[src/rtl/divider_pkg.sv]
// Shared widths, FSM encoding and constants for the sequential 16/8 restoring divider.
package divider_pkg;

  localparam int DW = 16;
  localparam int VW = 8;
  localparam int CW = 5;

  typedef enum logic [1:0] {
    IDLE = 2'd0,
    BUSY = 2'd1,
    DONE = 2'd2
  } state_e;

  localparam logic [DW-1:0] DIV0_Q = {DW{1'b1}};

endpackage

[src/rtl/div_restoring_step.sv]
// One radix-2 restoring division step: shift in the next dividend bit and trial-subtract the divisor.
module div_restoring_step
  import divider_pkg::*;
(
  input  logic [VW-1:0] rem,
  input  logic          q_msb,
  input  logic [VW-1:0] divisor,
  output logic [VW-1:0] rem_next,
  output logic          qbit
);

  logic [VW:0] rem_s;
  logic [VW:0] trial_s;

  // Trial subtract in VW+1 bits; the top bit is the borrow that decides restore vs keep.
  always_comb begin
    rem_s   = {rem, q_msb};
    trial_s = rem_s - {1'b0, divisor};
    if (trial_s[VW] == 1'b0) begin
      rem_next = trial_s[VW-1:0];
      qbit     = 1'b1;
    end else begin
      rem_next = rem_s[VW-1:0];
      qbit     = 1'b0;
    end
  end

endmodule

[src/rtl/divider16by8_seq.sv]
// Sequential restoring divider with valid/ready on both sides; one division in flight.
module divider16by8_seq
  import divider_pkg::*;
(
  input  logic          clk,
  input  logic          rst_n,
  input  logic          in_valid,
  output logic          in_ready,
  input  logic [DW-1:0] dividend,
  input  logic [VW-1:0] divisor,
  output logic          out_valid,
  input  logic          out_ready,
  output logic [DW-1:0] quotient,
  output logic [VW-1:0] remainder,
  output logic          div_by_zero
);

  state_e        state_r;
  state_e        state_next_s;
  logic [CW-1:0] cnt_r;
  logic [DW-1:0] q_r;
  logic [VW-1:0] rem_r;
  logic [VW-1:0] div_r;
  logic [DW-1:0] quotient_r;
  logic [VW-1:0] remainder_r;
  logic          dbz_r;
  logic          accept_s;
  logic          div0_s;
  logic          last_step_s;
  logic [VW-1:0] rem_next_s;
  logic          qbit_s;

  assign accept_s    = in_valid && (state_r == IDLE);
  assign div0_s      = (divisor == {VW{1'b0}});
  assign last_step_s = (cnt_r == CW'(1));

  div_restoring_step u_step (
    .rem      (rem_r),
    .q_msb    (q_r[DW-1]),
    .divisor  (div_r),
    .rem_next (rem_next_s),
    .qbit     (qbit_s)
  );

  // FSM state register.
  always_ff @(posedge clk or negedge rst_n) begin
    if (!rst_n) begin
      state_r <= IDLE;
    end else begin
      state_r <= state_next_s;
    end
  end

  // Next-state logic; a zero divisor skips the iteration phase entirely.
  always_comb begin
    state_next_s = state_r;
    case (state_r)
      IDLE: begin
        if (accept_s) begin
          state_next_s = div0_s ? DONE : BUSY;
        end else begin
          state_next_s = IDLE;
        end
      end
      BUSY: begin
        if (last_step_s) begin
          state_next_s = DONE;
        end else begin
          state_next_s = BUSY;
        end
      end
      DONE: begin
        if (out_ready) begin
          state_next_s = IDLE;
        end else begin
          state_next_s = DONE;
        end
      end
      default: state_next_s = IDLE;
    endcase
  end

  // Handshake outputs decoded straight from the state register.
  always_comb begin
    in_ready  = 1'b0;
    out_valid = 1'b0;
    case (state_r)
      IDLE:    in_ready  = 1'b1;
      BUSY:    in_ready  = 1'b0;
      DONE:    out_valid = 1'b1;
      default: in_ready  = 1'b0;
    endcase
  end

  // Datapath: operand capture, one step per BUSY cycle, result registers loaded on completion.
  always_ff @(posedge clk or negedge rst_n) begin
    if (!rst_n) begin
      cnt_r       <= {CW{1'b0}};
      q_r         <= {DW{1'b0}};
      rem_r       <= {VW{1'b0}};
      div_r       <= {VW{1'b0}};
      quotient_r  <= {DW{1'b0}};
      remainder_r <= {VW{1'b0}};
      dbz_r       <= 1'b0;
    end else begin
      case (state_r)
        IDLE: begin
          if (accept_s && div0_s) begin
            quotient_r  <= DIV0_Q;
            remainder_r <= dividend[VW-1:0];
            dbz_r       <= 1'b1;
            cnt_r       <= {CW{1'b0}};
          end else if (accept_s) begin
            q_r   <= dividend;
            div_r <= divisor;
            rem_r <= {VW{1'b0}};
            cnt_r <= CW'(DW);
          end else begin
            cnt_r <= cnt_r;
          end
        end
        BUSY: begin
          q_r   <= {q_r[DW-2:0], qbit_s};
          rem_r <= rem_next_s;
          cnt_r <= cnt_r - CW'(1);
          if (last_step_s) begin
            quotient_r  <= {q_r[DW-2:0], qbit_s};
            remainder_r <= rem_next_s;
            dbz_r       <= 1'b0;
          end else begin
            dbz_r <= dbz_r;
          end
        end
        DONE:    cnt_r <= cnt_r;
        default: cnt_r <= {CW{1'b0}};
      endcase
    end
  end

  assign quotient    = quotient_r;
  assign remainder   = remainder_r;
  assign div_by_zero = dbz_r;

endmodule

[config.mk]
export PLATFORM = sky130hd
export DESIGN_NAME = divider16by8_seq
export DESIGN_NICKNAME = d
export VERILOG_FILES = /design/src/rtl/divider_pkg.sv /design/src/rtl/div_restoring_step.sv /design/src/rtl/divider16by8_seq.sv
export SDC_FILE = /design/constraint.sdc
export NUM_CORES = 1
export LEC_CHECK = 0
export ABC_AREA = 1
export BUFFER_PORTS_ARGS = -buffer_cell sky130_fd_sc_hd__buf_2
export CORE_ASPECT_RATIO = 0.6
export CORE_MARGIN = 5
export CORE_UTILIZATION = 50
export DETAILED_ROUTE_END_ITERATION = 10
export GPL_TIMING_DRIVEN = 0
export PLACE_DENSITY_LB_ADDON = 0.15
export SLEW_MARGIN = 20
export SYNTH_ARGS = -nofsm -noshare
export SYNTH_HDL_FRONTEND = slang
export SYNTH_SLANG_ARGS = --single-unit
[constraint.sdc]
create_clock -name clk -period 2.3 [get_ports clk]
set_clock_uncertainty 0.05 [all_clocks]
set_input_delay 0.23 -clock clk [delete_from_list [all_inputs] [get_ports clk]]
set_output_delay 0.23 -clock clk [all_outputs]
set_load 0.01 [all_outputs]
# == Word-level counts from Yosys, hierarchy flattened ==
# Index checks and enable logic that the tools add are counted.
# totals
reg_bits,64
n_memories,0
wordCells,56
rom_bits,0
ramBits,0
latchBits,0
out_inout_bits,27
inputBits,28
# classes
div,0
addsub,2
magnitude_cmp,0
multipliers,0
reduce_logical,9
n_shift,0
n_bitwise,2
n_mux,27
n_eq_ne,8
# op_table
operator,n
2-to-1 mux 16 bit,4
one-hot mux 16 bit (2 select lines),2
2-to-1 mux 8 bit,5
one-hot mux 8 bit (2 select lines),2
one-hot mux 5 bit (3 select lines),1
2-to-1 mux 5 bit,2
AND reduction 3 bit,3
subtractor 9 x 8 -> 9 bit,1
logical NOT 8 bit,1
2-to-1 mux 2 bit,4
inequality test 2 bit (second input constant),3
one-hot mux 2 bit (3 select lines),1
== test 5 x 1 -> 1 bit (second input constant),1
2-to-1 mux 1 bit,5
subtractor 5 x 1 -> 5 bit (second input constant),1
inequality test 3 x 2 -> 1 bit (second input constant),1
== test 2 x 1 -> 1 bit (second input constant),1
== test 2 bit (second input constant),1
logical AND 1 bit,2
logical NOT 2 bit,1
inequality test 2 x 1 -> 1 bit (second input constant),1
NOT 1 bit,2
one-hot mux 1 bit (2 select lines),1
AND reduction 2 bit,1
nonzero test 2 bit,1

# == Depth between registers and ports, before layout ==
# Gate-level depths: netlist of run 1.
# depth
depth_word,5
mapped_depth,14
mapped_depth_nobuf,14

# == Cells and area by module ==
# A second synthesis of run 1 with hierarchy kept.
# unflattened
hier_cells,481
hier_area_um2,3609.7
# modules_own_cells
module,cells_per_inst,seq_area_each_um2,area_per_inst_um2,instances
divider16by8_seq,376,1601.5,3021.6,1
div_restoring_step,105,0.0,588.1,1

# == Worst setup path after synthesis of run 1 ==
# No wires, ideal clock.
# synth_timing
path_type,register to register
start,reg q_r[15]
end,"reg remainder_r[7], in the netlist remainder[7]"
path_stages_with_launch,15
path_buffers,0
setup_slack_ns,0.411
arrival_time_ns,1.727
period_less_slack_ns,1.889
setup_ns,0.113
cell_sequence,dfrtp_1 -> inv_1 -> ha_1 -> inv_1 -> fa_1 -> nand2_1 -> nand2_1 -> nand3_1 -> nand2_1 -> nand2_1 -> nand2_2 -> nand3_1 -> nand3_1 -> nand2_1 -> inv_1
# synth_via
elab_chain_len,4
# synth_rtl
element,line,rtl
"start, declared",divider16by8_seq.sv:21,logic [DW-1:0] q_r;
"start signal, assigned",divider16by8_seq.sv:99,q_r <= {DW{1'b0}};
"start signal, assigned",divider16by8_seq.sv:114,q_r <= dividend;
"start signal, assigned",divider16by8_seq.sv:123,"q_r <= {q_r[DW-2:0], qbit_s};"
subtractor 9 x 8 -> 9 bit,div_restoring_step.sv:18,"trial_s = rem_s - {1'b0, divisor};"
2-to-1 mux 8 bit,div_restoring_step.sv:19,if (trial_s[VW] == 1'b0) begin
2-to-1 mux 8 bit,divider16by8_seq.sv:126,if (last_step_s) begin
one-hot mux 8 bit (2 select lines),divider16by8_seq.sv:106,case (state_r)
"end signal, assigned",divider16by8_seq.sv:103,remainder_r <= {VW{1'b0}};
"end signal, assigned",divider16by8_seq.sv:110,remainder_r <= dividend[VW-1:0];
"end signal, assigned",divider16by8_seq.sv:128,remainder_r <= rem_next_s;
"end, declared",divider16by8_seq.sv:25,logic [VW-1:0] remainder_r;
# Every way passes these cells. The select of a mux whose other input is x is not followed.
# A chain may end at the register's enable or synchronous reset.

# == Worst setup path after layout of run 1 ==
# layout_timing
start,reg q_r[15]
end,"reg remainder_r[0], in the netlist remainder[0]"
# layout_via
elab_chain_len,4
# layout_rtl
element,line
subtractor 9 x 8 -> 9 bit,div_restoring_step.sv:18
2-to-1 mux 8 bit *,div_restoring_step.sv:19
2-to-1 mux 8 bit *,divider16by8_seq.sv:126
one-hot mux 8 bit (2 select lines) *,divider16by8_seq.sv:106
# Every way passes the cells marked *; elsewhere a longest branch is shown, timed or not. The select of a mux whose other input is x is not followed.

==> results of run 1 <==
-- repair_timing --
action                                  4_1_cts  5_1_grt
hold endpoints to repair                     30        0
gates resized for setup                       0        5
setup buffers                                 0        0
endpoints found under the setup margin        0        8
hold buffers                                  1        0
-- layout by cell type, fill, tap and decap left out, types with 2 or more instances in the layout --
| master | count |
|---|---|
| clkinv_2 | 3 |
| nand3_1 | 39 |
| inv_1 | 51 |
| nor2_1 | 36 |
| dfrtp_1 | 64 |
| nand2_4 | 6 |
| o22ai_1 | 2 |
| ha_1 | 10 |
| a31oi_1 | 2 |
| nor2_2 | 2 |
| a21oi_1 | 11 |
| nand2_1 | 118 |
| xnor2_1 | 2 |
| nand3_2 | 3 |
| o31ai_1 | 7 |
| clkbuf_1 | 4 |
| buf_6 | 2 |
| buf_2 | 62 |
| xor2_1 | 2 |
| inv_2 | 3 |
| bufinv_16 | 2 |
| clkbuf_16 | 9 |
| or2_1 | 4 |
| o21ai_0 | 36 |
| or2_2 | 5 |
-- worst max-delay path by stage --
stage                   startpoint  slack [ns]  depth (start not counted)                        to
6_report       q_r[15]$_DFFE_PN0P_        0.11                         14  remainder[0]$_DFFE_PN0P_
3_5_place_dp   q_r[15]$_DFFE_PN0P_         0.1                         14  remainder[5]$_DFFE_PN0P_
2_1_floorplan  q_r[15]$_DFFE_PN0P_        0.41                         14  remainder[7]$_DFFE_PN0P_
4_1_cts        q_r[15]$_DFFE_PN0P_        0.07                         14  remainder[5]$_DFFE_PN0P_
3_3_place_gp   q_r[15]$_DFFE_PN0P_        0.11                         14  remainder[5]$_DFFE_PN0P_
5_1_grt        q_r[15]$_DFFE_PN0P_       -0.01                         14  remainder[5]$_DFFE_PN0P_
-- layer usage --
metal / track usage [%] / up-vias
li1: - / 1507
met1: 33.9 / 1406
met2: 30.7 / 114
met3: 8.07 / 13
met4: 7.34 / 0
met5: 0 / -
-- flip-flops by register name (all words and copies together), names as in the netlist --
register / flops
state_r: 2
rem_r: 8
div_r: 8
div_by_zero: 1
quotient: 16
remainder: 8
q_r: 16
cnt_r: 5
-- layout make-up --
type / count / area, sq um / area share, %
multi-input combinational: 295 / 1530 / 36.7
timing repair buffer: 56 / 303 / 7.28
inverter: 56 / 213 / 5.12
tap: 87 / 109 / 2.62
clock buffer: 10 / 239 / 5.75
sequential: 64 / 1600 / 38.5
buffer: 15 / 82.6 / 1.99
clock inverter: 6 / 82.6 / 1.99
-- worst min-delay path, cell delays in order --
cell and delay, ns:
buf_2 0.09, nand2_1 0.04, o21ai_0 0.06
-- power by group through the flow --
stage | Clock (mW) | Combinational, mW | Sequential [mW]
floorplan | 0 | 2.68 | 2.07
finish | 1.47 | 3.93 | 2.04
CTS | 1.49 | 3.86 | 2.04
detailed placement | 0 | 3.83 | 2.05
global route | 1.55 | 4.47 | 2.11
global placement | 0 | 3.72 | 2.02
-- logic make-up after synthesis --
kind of cell	synth area share, %
DFF	47.1
muxes	0.331
xor gates and xnor gates	1.03
and+or+nand+nor	28.5
buffers and inverters	8.69
AOI/OAI and AO/OA	10.1
adders and majority gates	4.27
-- stage by stage --
step | power (mW) | cells
4_1_cts | 7.39 | 589
3_5_place_dp | 5.88 | 572
3_3_place_gp | 5.74 | 571
6_report | 7.44 | 589
2_1_floorplan | 4.75 | 430
5_1_grt | 8.14 | 589
==> results_dict.tcl, run 1 <==
set metrics [dict create \
    status "complete, no violations" \
    hold_depth 3 \
    cp-end-kind "flip-flop" \
    maxSlewViolCount 0 \
    ioPinCount 55 \
    crit_arrival_ns 2.37 \
    drive_gt1_share_pct 21.3 \
    avgSynthCellArea_sq_um 7.90 \
    ir_worst_vdd_uv 830 \
    grt_pass1_vias 2887 \
    yosysSeqAreaShare_pct 47.1 \
    drc_errors 0 \
    place_area_sq_um 3800 \
    seq_power_share_pct 27.4 \
    ant_nets 0 \
    maxCapViolCount 0 \
    p_sw_mw 3.34 \
    grt_usage_pct 22.8 \
    fin_util_pct 62.5 \
    r2r_slack_ns 0.11 \
    yosys.area.top_type "dfrtp_1" \
    r2r_start "q_r[15]$_DFFE_PN0P_" \
    r2r_cells 14 \
    synth-async-reset-ratio_pct 100 \
    top_layer "met4" \
    clkPwrFrac_pct 19.7 \
    leakagePower_nw 2.19 \
    cellPowerDensity_nw_per_um2 1790 \
    die_h_microns 73.9 \
    crit_top_cell "nand2_1" \
    syn-num-nets 469 \
    fin_setup_tns_ns 0 \
    synth.ff_latch_count 64 \
    timing.fmax_ghz 0.456 \
    yosys_warnings 0 \
    grt_pass1_wl_microns 14700 \
    cts_buffer_depth 2 \
    gp_congestion 0.879 \
    yosys-top-cells-area "dfrtp_1 47%, nand2_1 13%, nand3_1 6.2%, inv_1 5.6%, o21ai_0 5.3%" \
    cpPeakStageDelay_ns 0.41 \
    reg2reg_to "remainder[0]$_DFFE_PN0P_" \
    finalHoldViolations 0 \
    grt_max_degree 35 \
    finalSetupViolCount 0 \
    max-slew-margin-rel_pct 58.2 \
    synthCells 430 \
    core_area_sq_um 6650 \
    insertion_delay_ns 0.33 \
    cts_tree "yes" \
    timing.hold.ws_ns 0.0717 \
    fin_crit_sh_pct 95.3 \
    dp.final_hpwl_microns 6530 \
    cts.sinks 64 \
    start_util_pct 51.1 \
    wirelength_met1_microns 4270 \
    area_growth_pct 22.3 \
    crit_path_top_delay_cell "fa_1" \
    crit_buf_inv 3 \
    synth_ff_type "dfrtp_1" \
    critPathMaxFanout 9 \
    internal-power_mw 4.10 \
    drtIter0Drc 198 \
    ys_types 34 \
    routed-via-count 3040 \
    path_class "flip-flop to flip-flop" \
    p_sw_share_pct 44.9 \
    row_count 23 \
    path_clk_slew_ns 0.05 \
    htreeDepth 3 \
    wl_met3_microns 846 \
    cts_buffers 9 \
    hp-start "divisor[1]" \
    hold_path.class "input port to flip-flop" \
    synth_top_cells_by_count "118 x nand2_1, 64 x dfrtp_1, 51 x inv_1" \
    root_buffer "clkbuf_16" \
    tightest_slew_ns 0.620 \
    nets 536 \
    synth_most_common_cell "nand2_1" \
    wl_per_cell_microns 14.8 \
    start_kind "flip-flop" \
    worstPathCellList "inv_1 -> ha_1 -> inv_1 -> fa_1 -> nand2_1 -> nand2_1 -> nand3_2 -> nand2_1 -> nand2_1 -> nand2_4 -> nand3_1 -> nand3_1 -> nand2_1 -> inv_1" \
    antenna_cells 0 \
    overflow 0 \
    final_cell_area_sq_um 4160 \
    wl_met2_microns 3500 \
    drt-total-wl_microns 8730 \
    holdPathEnd "div_r[1]$_DFFE_PN0P_" \
    num-fill-cells 575 \
    dieArea_sq_um 8600 \
    cp_top_family "simple AND/OR/NAND/NOR gates" \
    period_needed_ns 2.19 \
    post_drt_via_cell_ratio 5.16 \
    pre_cts_slack_ns 0.0967 \
    dr.pass1.iters 5 \
    synth_top_area_share_pct 47.1 \
    final.setup.worst_slack_ns 0.109 \
    antenna_found_initial 0 \
    combinationalPowerShare_pct 52.9 \
    required_ns 2.48 \
    numPortBuffers 54 \
    synthesis.area_sq_um 3400 \
    die_x_microns 116 \
    synth-edff-count 0 \
]
No activity file was read; power rests on OpenSTA's default activity.
==> run 2: changes to the inputs <==
--- a/config.mk
+++ b/config.mk
@@ -13,6 +13,7 @@
 export DETAILED_ROUTE_END_ITERATION = 10
 export GPL_TIMING_DRIVEN = 0
 export PLACE_DENSITY_LB_ADDON = 0.15
+export REMOVE_ABC_BUFFERS = 1
 export SLEW_MARGIN = 20
 export SYNTH_ARGS = -nofsm -noshare
 export SYNTH_HDL_FRONTEND = slang
==> run 2 against run 1 <==
Sequential share of layout area up 0.35 points; critical path depth is the same; non-clock buffer count fell by 14; via count is 4.8% lower; clock-buffer cell count rose by 2; final area is 0.90% lower; register-to-register slack improved by 0.08 ns; die area is the same; global-route usage fell by 2.6 points; worst hold slack better by 0.019 ns; wire length shrank 6.9%; critical endpoint unchanged.
==> results_dict.tcl, run 2 (synthesis results as in run 1) <==
set metrics [dict create \
    die_h_microns 73.9 \
    finalSetupViolCount 0 \
    core_area_sq_um 6650 \
    power.total_mw 7.25 \
    layout_commonest_cell "nand2_1" \
    status "complete, no violations" \
    final_cell_mix "115 x nand2_1, 64 x dfrtp_1, 53 x buf_2" \
    leakagePower_nw 2.15 \
    path_clk_slew_ns 0.05 \
    required_ns 2.47 \
    timing.hold.ws_ns 0.0909 \
    drc_errors 0 \
    drt-total-wl_microns 8130 \
    finalHoldViolations 0 \
    insertion_delay_ns 0.33 \
    ioPinCount 55 \
    cts_tree "yes" \
    htreeDepth 3 \
    start_kind "flip-flop" \
    routed-via-count 2895 \
    nets 522 \
    crit_arrival_ns 2.29 \
    cp_top_family "simple AND/OR/NAND/NOR gates" \
    timing.fmax_ghz 0.473 \
    overflow 0 \
    rsz0062_at_grt "no" \
    fin_crit_sh_pct 92.0 \
    critPathMaxFanout 9 \
    cts.sinks 64 \
    cts_buffer_depth 2 \
    grt_max_degree 55 \
    dr.pass1.iters 4 \
    wl_per_cell_microns 14.2 \
    num-fill-cells 588 \
    antenna_cells 0 \
    grt_pass1_wl_microns 13400 \
    maxSlewViolCount 0 \
    gp_congestion 0.837 \
    antenna_found_initial 0 \
    drive_gt1_share_pct 20.1 \
    cpPeakStageDelay_ns 0.41 \
    tightest_slew_ns 0.751 \
    dp.final_hpwl_microns 5650 \
    grt_pass1_vias 2705 \
    ir_worst_vdd_uv 789 \
    grt_usage_pct 20.2 \
    drtIter0Drc 263 \
    cp-end-kind "flip-flop" \
    row_count 23 \
    cts_buffers 9 \
    hold_path.class "input port to flip-flop" \
    root_buffer "clkbuf_16" \
    max-slew-margin-rel_pct 49.6 \
    numPortBuffers 54 \
    cellPowerDensity_nw_per_um2 1760 \
    worstPathCellList "inv_1 -> ha_1 -> inv_1 -> fa_2 -> nand2_1 -> nand2_2 -> nand3_2 -> nand2_1 -> nand2_2 -> nand2_4 -> nand3_1 -> nand3_1 -> nand2_1 -> inv_1" \
    area_growth_pct 21.2 \
    crit_buf_inv 3 \
    ant_nets 0 \
    crit_path_top_delay_cell "dfrtp_1" \
    start_util_pct 51.1 \
    die_x_microns 116 \
    fin_util_pct 62.0 \
    dieArea_sq_um 8600 \
    final_cells 574 \
    period_needed_ns 2.12 \
    post_drt_via_cell_ratio 5.04 \
    place_inst 558 \
    path_class "flip-flop to flip-flop" \
    maxCapViolCount 0 \
]
[run 2: cell types whose count changed in the layout (fill, tap and decap cells not counted), moves of 3 or more]
cell / change
nand2_2: +3
clkbuf_1: -3
nand2_1: -3
buf_2: -9
[run 2: final cells by class]
type / count / area (sq um) / share of cell area (%)
clock buffers: 12 / 256 / 6.23
well taps: 87 / 109 / 2.64
flip-flops and latches: 64 / 1600 / 38.9
repair buffers: 57 / 338 / 8.20
inverters: 56 / 214 / 5.19
multi-input cells: 295 / 1540 / 37.3
clock inverters: 3 / 65.1 / 1.58
[run 2: through the flow]
step / TNS, ns / cell area, sq um / worst slack [ns]
2_1_floorplan: 0 / 3320 / 0.384
3_5_place_dp: -3.73 / 3760 / -0.259
4_1_cts: 0 / 4090 / 0.0234
3_3_place_gp: -3.31 / 3690 / -0.212
6_report: 0 / 4120 / 0.184
5_1_grt: 0 / 4120 / 0.0405
[run 2: power by group]
group	switching, mW	internal (mW)	total (mW)
Clock	0.483	1.00	1.48
Combinational	2.39	1.35	3.74
Sequential	0.321	1.71	2.03
[run 2: layer usage]
metal  GRT usage, %  vias to the layer above  routed length (microns)
met1           30.5                     1334                     4130
met2           28.6                       79                     3320
li1               -                     1475                        -
met3           6.58                        7                      634
met5              0                        -                        0
met4           3.09                        0                       38
[run 2: path summary, 6_finish.rpt]
| kind | start | endpoint | slack, ns | cells past startpoint |
|---|---|---|---|---|
| worst max-delay path | q_r[15]$_DFFE_PN0P_ | remainder[0]$_DFFE_PN0P_ | 0.18 | 14 |
| worst min-delay path | divisor[6] | div_r[6]$_DFFE_PN0P_ | 0.09 | 3 |
| worst max register to register | q_r[15]$_DFFE_PN0P_ | remainder[0]$_DFFE_PN0P_ | 0.18 | 14 |
| worst min register to register | div_by_zero$_DFFE_PN0P_ | div_by_zero$_DFFE_PN0P_ | 0.42 | 2 |
| max in group asynchronous | rst_n | div_r[7]$_DFFE_PN0P_ | 1.46 | 3 |
| min in group asynchronous | rst_n | quotient[13]$_DFFE_PN0P_ | 0.23 | 2 |
[run 2: timing repair]
item,CTS,global route
hold buffers,1,0
setup endpoints to repair,33,14
endpoints found under the hold margin,64,0
gates resized for setup,1,7
buffers inserted,0,0
[run 2: worst reg2reg max path, stage by stage (launching register included)]
cell	delay, ns
dfrtp_1	0.41
inv_1	0.07
ha_1	0.13
inv_1	0.07
fa_2	0.35
nand2_1	0.08
nand2_2	0.09
nand3_2	0.11
nand2_1	0.10
nand2_2	0.10
nand2_4	0.09
nand3_1	0.11
nand3_1	0.12
nand2_1	0.08
inv_1	0.04
==> run 3: changes to the inputs <==
--- a/config.mk
+++ b/config.mk
@@ -6,13 +6,13 @@
 export NUM_CORES = 1
 export LEC_CHECK = 0
 export ABC_AREA = 1
-export BUFFER_PORTS_ARGS = -buffer_cell sky130_fd_sc_hd__buf_2
 export CORE_ASPECT_RATIO = 0.6
 export CORE_MARGIN = 5
 export CORE_UTILIZATION = 50
 export DETAILED_ROUTE_END_ITERATION = 10
+export DONT_BUFFER_PORTS = 1
 export GPL_TIMING_DRIVEN = 0
-export PLACE_DENSITY_LB_ADDON = 0.15
+export PLACE_DENSITY_LB_ADDON = 0.05
 export REMOVE_ABC_BUFFERS = 1
 export SLEW_MARGIN = 20
 export SYNTH_ARGS = -nofsm -noshare
==> run 3 against run 2 <==
Worst hold slack got worse by 0.068 ns; via count decreased by 7.5%; sequential power increased by 7%; worst setup slack about the same; global-route usage decreased by 0.11 points; core utilization decreased by 3.5 points; largest power group unchanged.
==> results_dict.tcl, run 3 (synthesis results as in run 1) <==
set metrics [dict create \
    root_buffer "clkbuf_16" \
    drc_errors 0 \
    insertion_delay_ns 0.32 \
    cts.sinks 64 \
    leakagePower_nw 1.94 \
    start_util_pct 51.1 \
    place_inst 503 \
    overflow 0 \
    crit_path_top_delay_cell "dfrtp_1" \
    routed-via-count 2677 \
    final_cell_area_sq_um 3880 \
    grt_pass1_wl_microns 13200 \
    fin_util_pct 58.4 \
    fin_crit_sh_pct 92.0 \
    cts_buffer_depth 2 \
    ant_nets 0 \
    critPathMaxFanout 9 \
    post_drt_via_cell_ratio 5.08 \
    timing.fmax_ghz 0.473 \
    row_count 23 \
    htreeDepth 3 \
    drive_gt1_share_pct 9.77 \
    antenna_cells 0 \
    nets 475 \
    rsz0062_at_grt "no" \
    cts_buffers 9 \
    grt_max_degree 65 \
    area_growth_pct 14.3 \
    drtIter0Drc 199 \
    cellPowerDensity_nw_per_um2 1780 \
    worstPathCellList "inv_1 -> ha_1 -> inv_1 -> fa_2 -> nand2_1 -> nand2_2 -> nand3_2 -> nand2_1 -> nand2_2 -> nand2_4 -> nand3_1 -> nand3_1 -> nand2_1 -> inv_1" \
    cp-end-kind "flip-flop" \
    finalHoldViolations 0 \
    dieArea_sq_um 8600 \
    die_h_microns 73.9 \
    crit_buf_inv 3 \
    finalSetupViolCount 0 \
    grt_usage_pct 20.1 \
    maxCapViolCount 0 \
    path_clk_slew_ns 0.05 \
    maxSlewViolCount 0 \
    cts_tree "yes" \
    final_cells 527 \
    cp_top_family "simple AND/OR/NAND/NOR gates" \
    required_ns 2.46 \
    hold_path.class "input port to flip-flop" \
    numPortBuffers 0 \
    wl_per_cell_microns 15.1 \
    die_x_microns 116 \
    period_needed_ns 2.12 \
    status "complete, no violations" \
    grt_pass1_vias 2598 \
    dr.pass1.iters 5 \
    layout_commonest_cell "nand2_1" \
    max-slew-margin-rel_pct 46.6 \
    fin_setup_tns_ns 0 \
    antenna_found_initial 0 \
    core_area_sq_um 6650 \
    place_area_sq_um 3460 \
    ir_worst_vdd_uv 774 \
    ioPinCount 55 \
    dp.final_hpwl_microns 5460 \
    start_kind "flip-flop" \
    path_class "flip-flop to flip-flop" \
    drt-total-wl_microns 7980 \
    tightest_slew_ns 0.796 \
    crit_arrival_ns 2.28 \
    final_cell_mix "115 x nand2_1, 64 x dfrtp_1, 51 x inv_1" \
    gp_congestion 0.820 \
    cpPeakStageDelay_ns 0.41 \
]
==> run 3: changes by cell type in the layout (fill, tap and decap cells not counted), sizes merged <==
cell         delta
dlygate4sd3     +7
buf            -54
bufinv          -1
clkinvlp        +1
==> run 3: timing repair <==
action | in CTS | in global routing
hold buffers | 9 | 0
hold endpoints to repair | 71 | 0
gates resized for setup | 1 | 7
setup endpoints to repair | 35 | 16
setup buffers | 0 | 0
==> run 3: area by class of cell <==
| type | count | area [sq um] |
|---|---|---|
| tap | 87 | 109 |
| multi-input combinational | 295 | 1540 |
| timing repair buffer | 10 | 135 |
| clock inverter | 3 | 42.5 |
| fill | 608 | 2760 |
| sequential | 64 | 1600 |
| inverter | 56 | 214 |
| clock buffer | 12 | 246 |
==> run 3: final timing paths <==
kind                       depth (start not counted)                 from                       end  slack (ns)
hold reg to reg                                    2  q_r[12]$_DFFE_PN0P_       q_r[12]$_DFFE_PN0P_        0.43
setup reg to reg                                  14  q_r[15]$_DFFE_PN0P_  remainder[4]$_DFFE_PN0P_        0.18
hold / removal                                     1           divisor[0]      div_r[0]$_DFFE_PN0P_        0.02
max in group asynchronous                          2                rst_n        q_r[0]$_DFFE_PN0P_        1.52
setup / recovery                                  14  q_r[15]$_DFFE_PN0P_  remainder[4]$_DFFE_PN0P_        0.18
min in group asynchronous                          2                rst_n        q_r[6]$_DFFE_PN0P_        0.40
==> run 3: report_power, final <==
part           leakage (nW)  internal [mW]  switching [mW]
clock network         0.139          0.861           0.474
registers             0.775           1.71           0.457
logic                  1.03           1.19            2.21
==> run 3: routing by layer <==
metal | GRT usage, % | share of wire (%)
met2 | 28.8 | 41
met1 | 28.0 | 50
met4 | 6.31 | 1.1
met3 | 7.65 | 8.5
met5 | 0 | 0
==> run 3: per-stage QoR <==
step	total power [mW]	hold slack (ns)	worst slack (ns)
2_1_floorplan	4.60	-0.116	0.384
3_3_place_gp	5.32	-0.114	-0.283
3_5_place_dp	5.47	-0.114	-0.297
4_1_cts	6.89	0.0115	0.0473
5_1_grt	7.58	0.0134	0.0122
6_report	6.91	0.0229	0.185
==> run 3: worst reg2reg max path, stage by stage (launching register included) <==
cell and delay (ns):
dfrtp_1 0.41, inv_1 0.07, ha_1 0.13, inv_1 0.07
fa_2 0.35, nand2_1 0.08, nand2_2 0.09, nand3_2 0.11
nand2_1 0.10, nand2_2 0.11, nand2_4 0.10, nand3_1 0.12
nand3_1 0.12, nand2_1 0.08, inv_1 0.04
